## src/rtl/mat_vec_sched.sv

```systemverilog
// mat_vec_sched: feeds 4x4 matrix-vector jobs to an external multiplier and buffers results in a credit-guarded FIFO.
// Optional MAT_VEC_SCHED_STATS_EN adds stat_issued / stat_stall counters.
module mat_vec_sched #(
  parameter int DATAWIDTH   = 24,
  parameter int FRACBITS    = 13,
  parameter int MUL_LATENCY = 5,
  parameter int OUT_DEPTH   = 8
) (
  input  logic                               clk,
  input  logic                               rstn,
  input  logic                               mat_load,
  input  logic [3:0][3:0][DATAWIDTH-1:0]     mat_in,
  output logic                               mat_ack,
  input  logic                               s_valid,
  output logic                               s_ready,
  input  logic [3:0][DATAWIDTH-1:0]          s_x,
  output logic                               m_valid,
  input  logic                               m_ready,
  output logic [3:0][DATAWIDTH-1:0]          m_y,
  output logic [3:0][3:0][DATAWIDTH-1:0]     mul_A,
  output logic [3:0][DATAWIDTH-1:0]          mul_x,
  output logic                               mul_dv,
  input  logic [3:0][DATAWIDTH-1:0]          mul_y,
  input  logic                               mul_dv_out,
  output logic                               busy
`ifdef MAT_VEC_SCHED_STATS_EN
  ,
  output logic [31:0]                        stat_issued,
  output logic [31:0]                        stat_stall
`endif
);
  localparam int AW = $clog2(OUT_DEPTH);
  localparam int CW = AW + 1;
  localparam int LW = $clog2(MUL_LATENCY + 1);
  if (OUT_DEPTH < 2 || (OUT_DEPTH & (OUT_DEPTH - 1)) != 0 || FRACBITS >= DATAWIDTH) begin : g_bad_param
    $error("mat_vec_sched: invalid parameters");
  end
  typedef enum logic [1:0] {IDLE, RUN, DRAIN} state_t;
  state_t state, state_nx;
  logic [3:0][3:0][DATAWIDTH-1:0] mat_act, mat_pend;
  logic [3:0][DATAWIDTH-1:0] mem [OUT_DEPTH];
  logic [CW-1:0] inflight, fifo_count;
  logic [AW-1:0] wr_ptr, rd_ptr;
  logic [LW-1:0] ign;
  logic load_ok, load_now, load_defer, issue, ret, pop, swap, go_idle;
  // mat_ack blocks a still-held mat_load from being taken a second time
  assign load_ok    = mat_load && !mat_ack && state != DRAIN;
  assign load_now   = load_ok && (state == IDLE || inflight == '0);
  assign load_defer = load_ok && !load_now;
  assign ret        = mul_dv_out && ign == '0 && inflight != '0;
  assign s_ready    = state != DRAIN && !load_ok &&
                      ({1'b0, inflight} + {1'b0, fifo_count}) < (CW + 1)'(OUT_DEPTH);
  assign issue      = s_valid && s_ready;
  assign m_valid    = fifo_count != '0;
  assign pop        = m_valid && m_ready;
  assign swap       = state == DRAIN && inflight == CW'(ret);
  assign go_idle    = inflight == '0 && fifo_count == '0 && !s_valid;
  assign m_y        = m_valid ? mem[rd_ptr] : '0;
  assign mul_A      = mat_act;
  assign busy       = state != IDLE || inflight != '0 || fifo_count != '0;
  always_comb begin
    state_nx = state;
    state_nx = state == IDLE ? (issue ? RUN : IDLE) :
               state == RUN  ? (load_defer ? DRAIN : (go_idle ? IDLE : RUN)) :
                               (swap ? RUN : DRAIN);
  end
  always_ff @(posedge clk or negedge rstn) begin
    if (!rstn) begin
      state      <= IDLE;
      mat_act    <= '0;
      mat_pend   <= '0;
      mat_ack    <= 1'b0;
      mul_dv     <= 1'b0;
      mul_x      <= '0;
      inflight   <= '0;
      fifo_count <= '0;
      wr_ptr     <= '0;
      rd_ptr     <= '0;
      ign        <= LW'(MUL_LATENCY);
      for (int i = 0; i < OUT_DEPTH; i++) mem[i] <= '0;
    end else begin
      state      <= state_nx;
      mat_ack    <= load_now || swap;
      mul_dv     <= issue;
      inflight   <= inflight + CW'(issue) - CW'(ret);
      fifo_count <= fifo_count + CW'(ret) - CW'(pop);
      if (load_now) mat_act <= mat_in;
      else if (swap) mat_act <= mat_pend;
      if (load_defer) mat_pend <= mat_in;
      if (issue) mul_x <= s_x;
      if (ret) begin
        mem[wr_ptr] <= mul_y;
        wr_ptr      <= wr_ptr + 1'b1;
      end
      if (pop) rd_ptr <= rd_ptr + 1'b1;
      if (ign != '0) ign <= ign - 1'b1;
    end
  end
`ifdef MAT_VEC_SCHED_STATS_EN
  always_ff @(posedge clk or negedge rstn) begin
    if (!rstn) begin
      stat_issued <= '0;
      stat_stall  <= '0;
    end else begin
      stat_issued <= stat_issued + 32'(issue);
      stat_stall  <= stat_stall + 32'(s_valid && !s_ready);
    end
  end
`endif
endmodule

```

## config.mk

```make
export PLATFORM = sky130hd
export DESIGN_NAME = mat_vec_sched
export DESIGN_NICKNAME = d
export VERILOG_FILES = /design/src/rtl/mat_vec_sched.sv
export SDC_FILE = /design/constraint.sdc
export NUM_CORES = 2
export LEC_CHECK = 0
export CORE_AREA = 3 3 448 450
export CTS_CLUSTER_DIAMETER = 50
export DETAILED_ROUTE_END_ITERATION = 16
export DIE_AREA = 0 0 451 453
export DONT_BUFFER_PORTS = 1
export GPL_ROUTABILITY_DRIVEN = 1
export PLACE_DENSITY = 0.46
export RECOVER_POWER = 50
export SYNTH_ARGS = -nofsm -noshare
export SYNTH_HDL_FRONTEND = slang
export SYNTH_SLANG_ARGS = --single-unit
```

## constraint.sdc

```tcl
create_clock -name clk -period 3.4 [get_ports clk]
set_clock_uncertainty 0.05 [all_clocks]
set_input_delay 0.68 -clock clk [delete_from_list [all_inputs] [get_ports clk]]
set_output_delay 0.68 -clock clk [all_outputs]
set_load 0.01 [all_outputs]
```

==> impl_metrics.ini <==
[status]
outcome = finished, violations left
violations = hold timing, capacitance limit, slew limit, setup timing

[global_routing]
groute.usage.overall = 0.218
grt_overflow = 0
grt_pass1_vias = 45300
grt_max_degree = 251
grt_antenna_before_repair = 71
grt_pass1_wl_um = 329000

[place]
dp_cells = 7315
dp_hpwl_um = 150000
dpl_cell_area_sq_mm = 0.0730
place.gp.congestion = 0.958
portBuffers = 0
pre_cts_ws_ps = -455

[power]
power_density_mw_per_mm2 = 1060
ir_drop_uv = 586
p_leak_nw = 37.6
total_power_mw = 91.8

[floorplan]
dieWidth_um = 451
io_pins = 1163
die_y_um = 453
core_sq_mm = 0.197
die_area_sq_mm = 0.204
start_util = 0.351
row_count = 163

[sta]
worst_slack_ps = -9.23
hold_viol = 159
slew_headroom = -0.578
timing.fmax_ghz = 0.293
holdWs_ps = -501
rsz0062_at_grt = true
slew_violations = 695
setup_violations = 1
period_needed_ps = 3410
worst_pin_slew_ps = 2370
min_period_over_period = 1.00

[layout]
area_delta_synth_final_pct = 25.5
fin_cells = 8331
fill_cells = 18000
drive_above_1_share = 0.353
fin_area_sq_mm = 0.0868
nets = 6102

[logic_synthesis]
synth_area_leaders = dfrtp_1 60%, mux2_2 20%, mux4_2 6.3%
synthCells = 4867
synth-compound-area-share = 0.0637
synth_edf_count = 0
synth_top_cell_area_share = 0.597
synth_top_family_by_area = multiplexers
synth_ff_type = dfrtp_1
syn_area_sq_mm = 0.0692
synth_warnings = 0
synth_nets = 5468
async_flop_share = 1.00
yosysUniqueCellTypes = 43
yosys.area_share.simple = 0.00926
synth_fa_ha_area_frac = 0.00365
synth.yosys.seq_area_share = 0.598
synth_xor_area_frac = 0.00114
avgSynthCellArea_sq_um = 14.2
synth_most_common_cell = dfrtp_1
synthMuxAreaShare = 0.280
ys_ff_latch = 1653
synth_top_cell_by_area = dfrtp_1
synthTopCellsByCount = 1651 x dfrtp_1, 1211 x mux2_2, 405 x inv_1, 387 x a21oi_1, 384 x o22ai_1

[min_path]
hold_class = in2async

[critical_path]
crit_fanout = 7
cp-end-kind = primary output
crit_arrival_ps = 2680
cp.required_ps = 2670
critPathKind = reg2out
r2r_start = inflight[1]
worstSetupStartpointType = register
setup.worst_path.start = rd_ptr[0]
worstRegToRegCells = 6

[clock_network]
htree_levels = 4
cts_tree = yes
cts_made_buffers = 201
clk_pin_slew_ps = 60
cts_root_buf = clkbuf_16
clock_latency_ps = 820
cts_num_sinks = 1653
cts_buffer_depth = 3

[routing]
post_drt_wl_per_cell_um = 27.3
dr.pass1.iters = 5
ant_nets = 0
drt_iter0_markers = 2861
postRouteWirelength_um = 228000
route.vias.total = 43200
vias_per_cell = 5.19
drc_errors = 0

[run]
drv_cap = 3
==> stage by stage <==
step | utilization | TNS [ps]
floorplan | - | 0
global placement | 0.370 | -128810
detailed placement | 0.370 | -140520
CTS | 0.438 | -6500
global route | 0.440 | -18000
finish | 0.441 | -9.23
==> routing by layer <==
metal	routed length [um]	GRT usage	up-vias
li1	-	-	18900
met1	92500	0.271	22800
met2	112000	0.366	1160
met3	14900	0.0587	385
met4	8630	0.0723	16
met5	112	0	-
==> area by class of cell <==
type,instances,area (sq um),share of cell area
Timing Repair Buffer,761,8490,0.0978
Sequential cell,1653,41400,0.477
Inverter,406,1520,0.0176
Clock inverter,79,1030,0.0118
Clock buffer,284,5780,0.0665
Multi-Input combinational cell,2478,25200,0.291
Tap cell,2640,3300,0.0381
Antenna cell,30,75.1,0.000865
==> kinds of logic (layout without fill, tap and decap cells) <==
family	after synthesis	in the layout
other	0	30
buffers and inverters	736	1530
AND/OR/NAND/NOR	131	131
adder cells (fa/ha/maj)	19	19
AO/OA/AOI/OAI	780	780
flip-flops	1653	1653
XOR/XNOR	9	9
multiplexers	1539	1539
==> final timing paths <==
check                           slack [ps]         end
worst max-delay path                    -9     m_y[69]
worst min-delay path                  -500    mul_x[4]
worst max register to register          40   mul_x[65]
worst min register to register         430    mem[494]
max in group asynchronous              270     mem[76]
min in group clk                       120  mul_A[172]
==> what timing repair did <==
action | CTS | global route
hold endpoints to repair | 1980 | 235
resized for setup | 80 | 50
pin swaps | 0 | 0
cloned | 7 | 8
hold buffers | 576 | 3
setup buffers | 24 | 4
setup endpoints to repair | 97 | 81
==> critical path, cell delays in order (launching register included) <==
cell       delay [ps]
dfrtp_4           490
buf_12            160
buf_12            140
clkbuf_16         160
buf_4             140
mux4_2            420
mux2i_2           210
nor2_2            130
==> layout by cell type, fill, tap and decap left out, types with 20 or more instances in the layout <==
cell / instances
a21oi_1: 387
buf_12: 66
buf_4: 76
clkbuf_1: 44
clkbuf_16: 211
clkbuf_8: 37
clkinv_2: 27
dfrtp_1: 1648
diode_2: 30
dlygate4sd3_1: 578
inv_1: 406
mux2_1: 40
mux2_2: 1211
mux2i_1: 60
mux2i_2: 20
mux4_2: 192
nor2_1: 65
nor2_2: 33
o22ai_1: 384
==> sequential cells by signal, indices dropped and copies added, names as in the netlist, 2 cells and up <==
register	flops
fifo_count	4
ign	3
inflight	4
mat_pend	384
mem	768
mul_A	384
mul_x	96
rd_ptr	3
state	2
wr_ptr	3
==> power breakdown <==
part | total, mW | switching, mW | leakage [nW] | internal [mW]
Combinational | 31.7 | 14.9 | 14.9 | 16.9
Clock | 21.8 | 8.71 | 3.32 | 13.1
Sequential | 38.3 | 8.59 | 19.4 | 29.7
Total | 91.8 | 32.2 | 37.6 | 59.7
No activity file was read; power rests on OpenSTA's default activity.
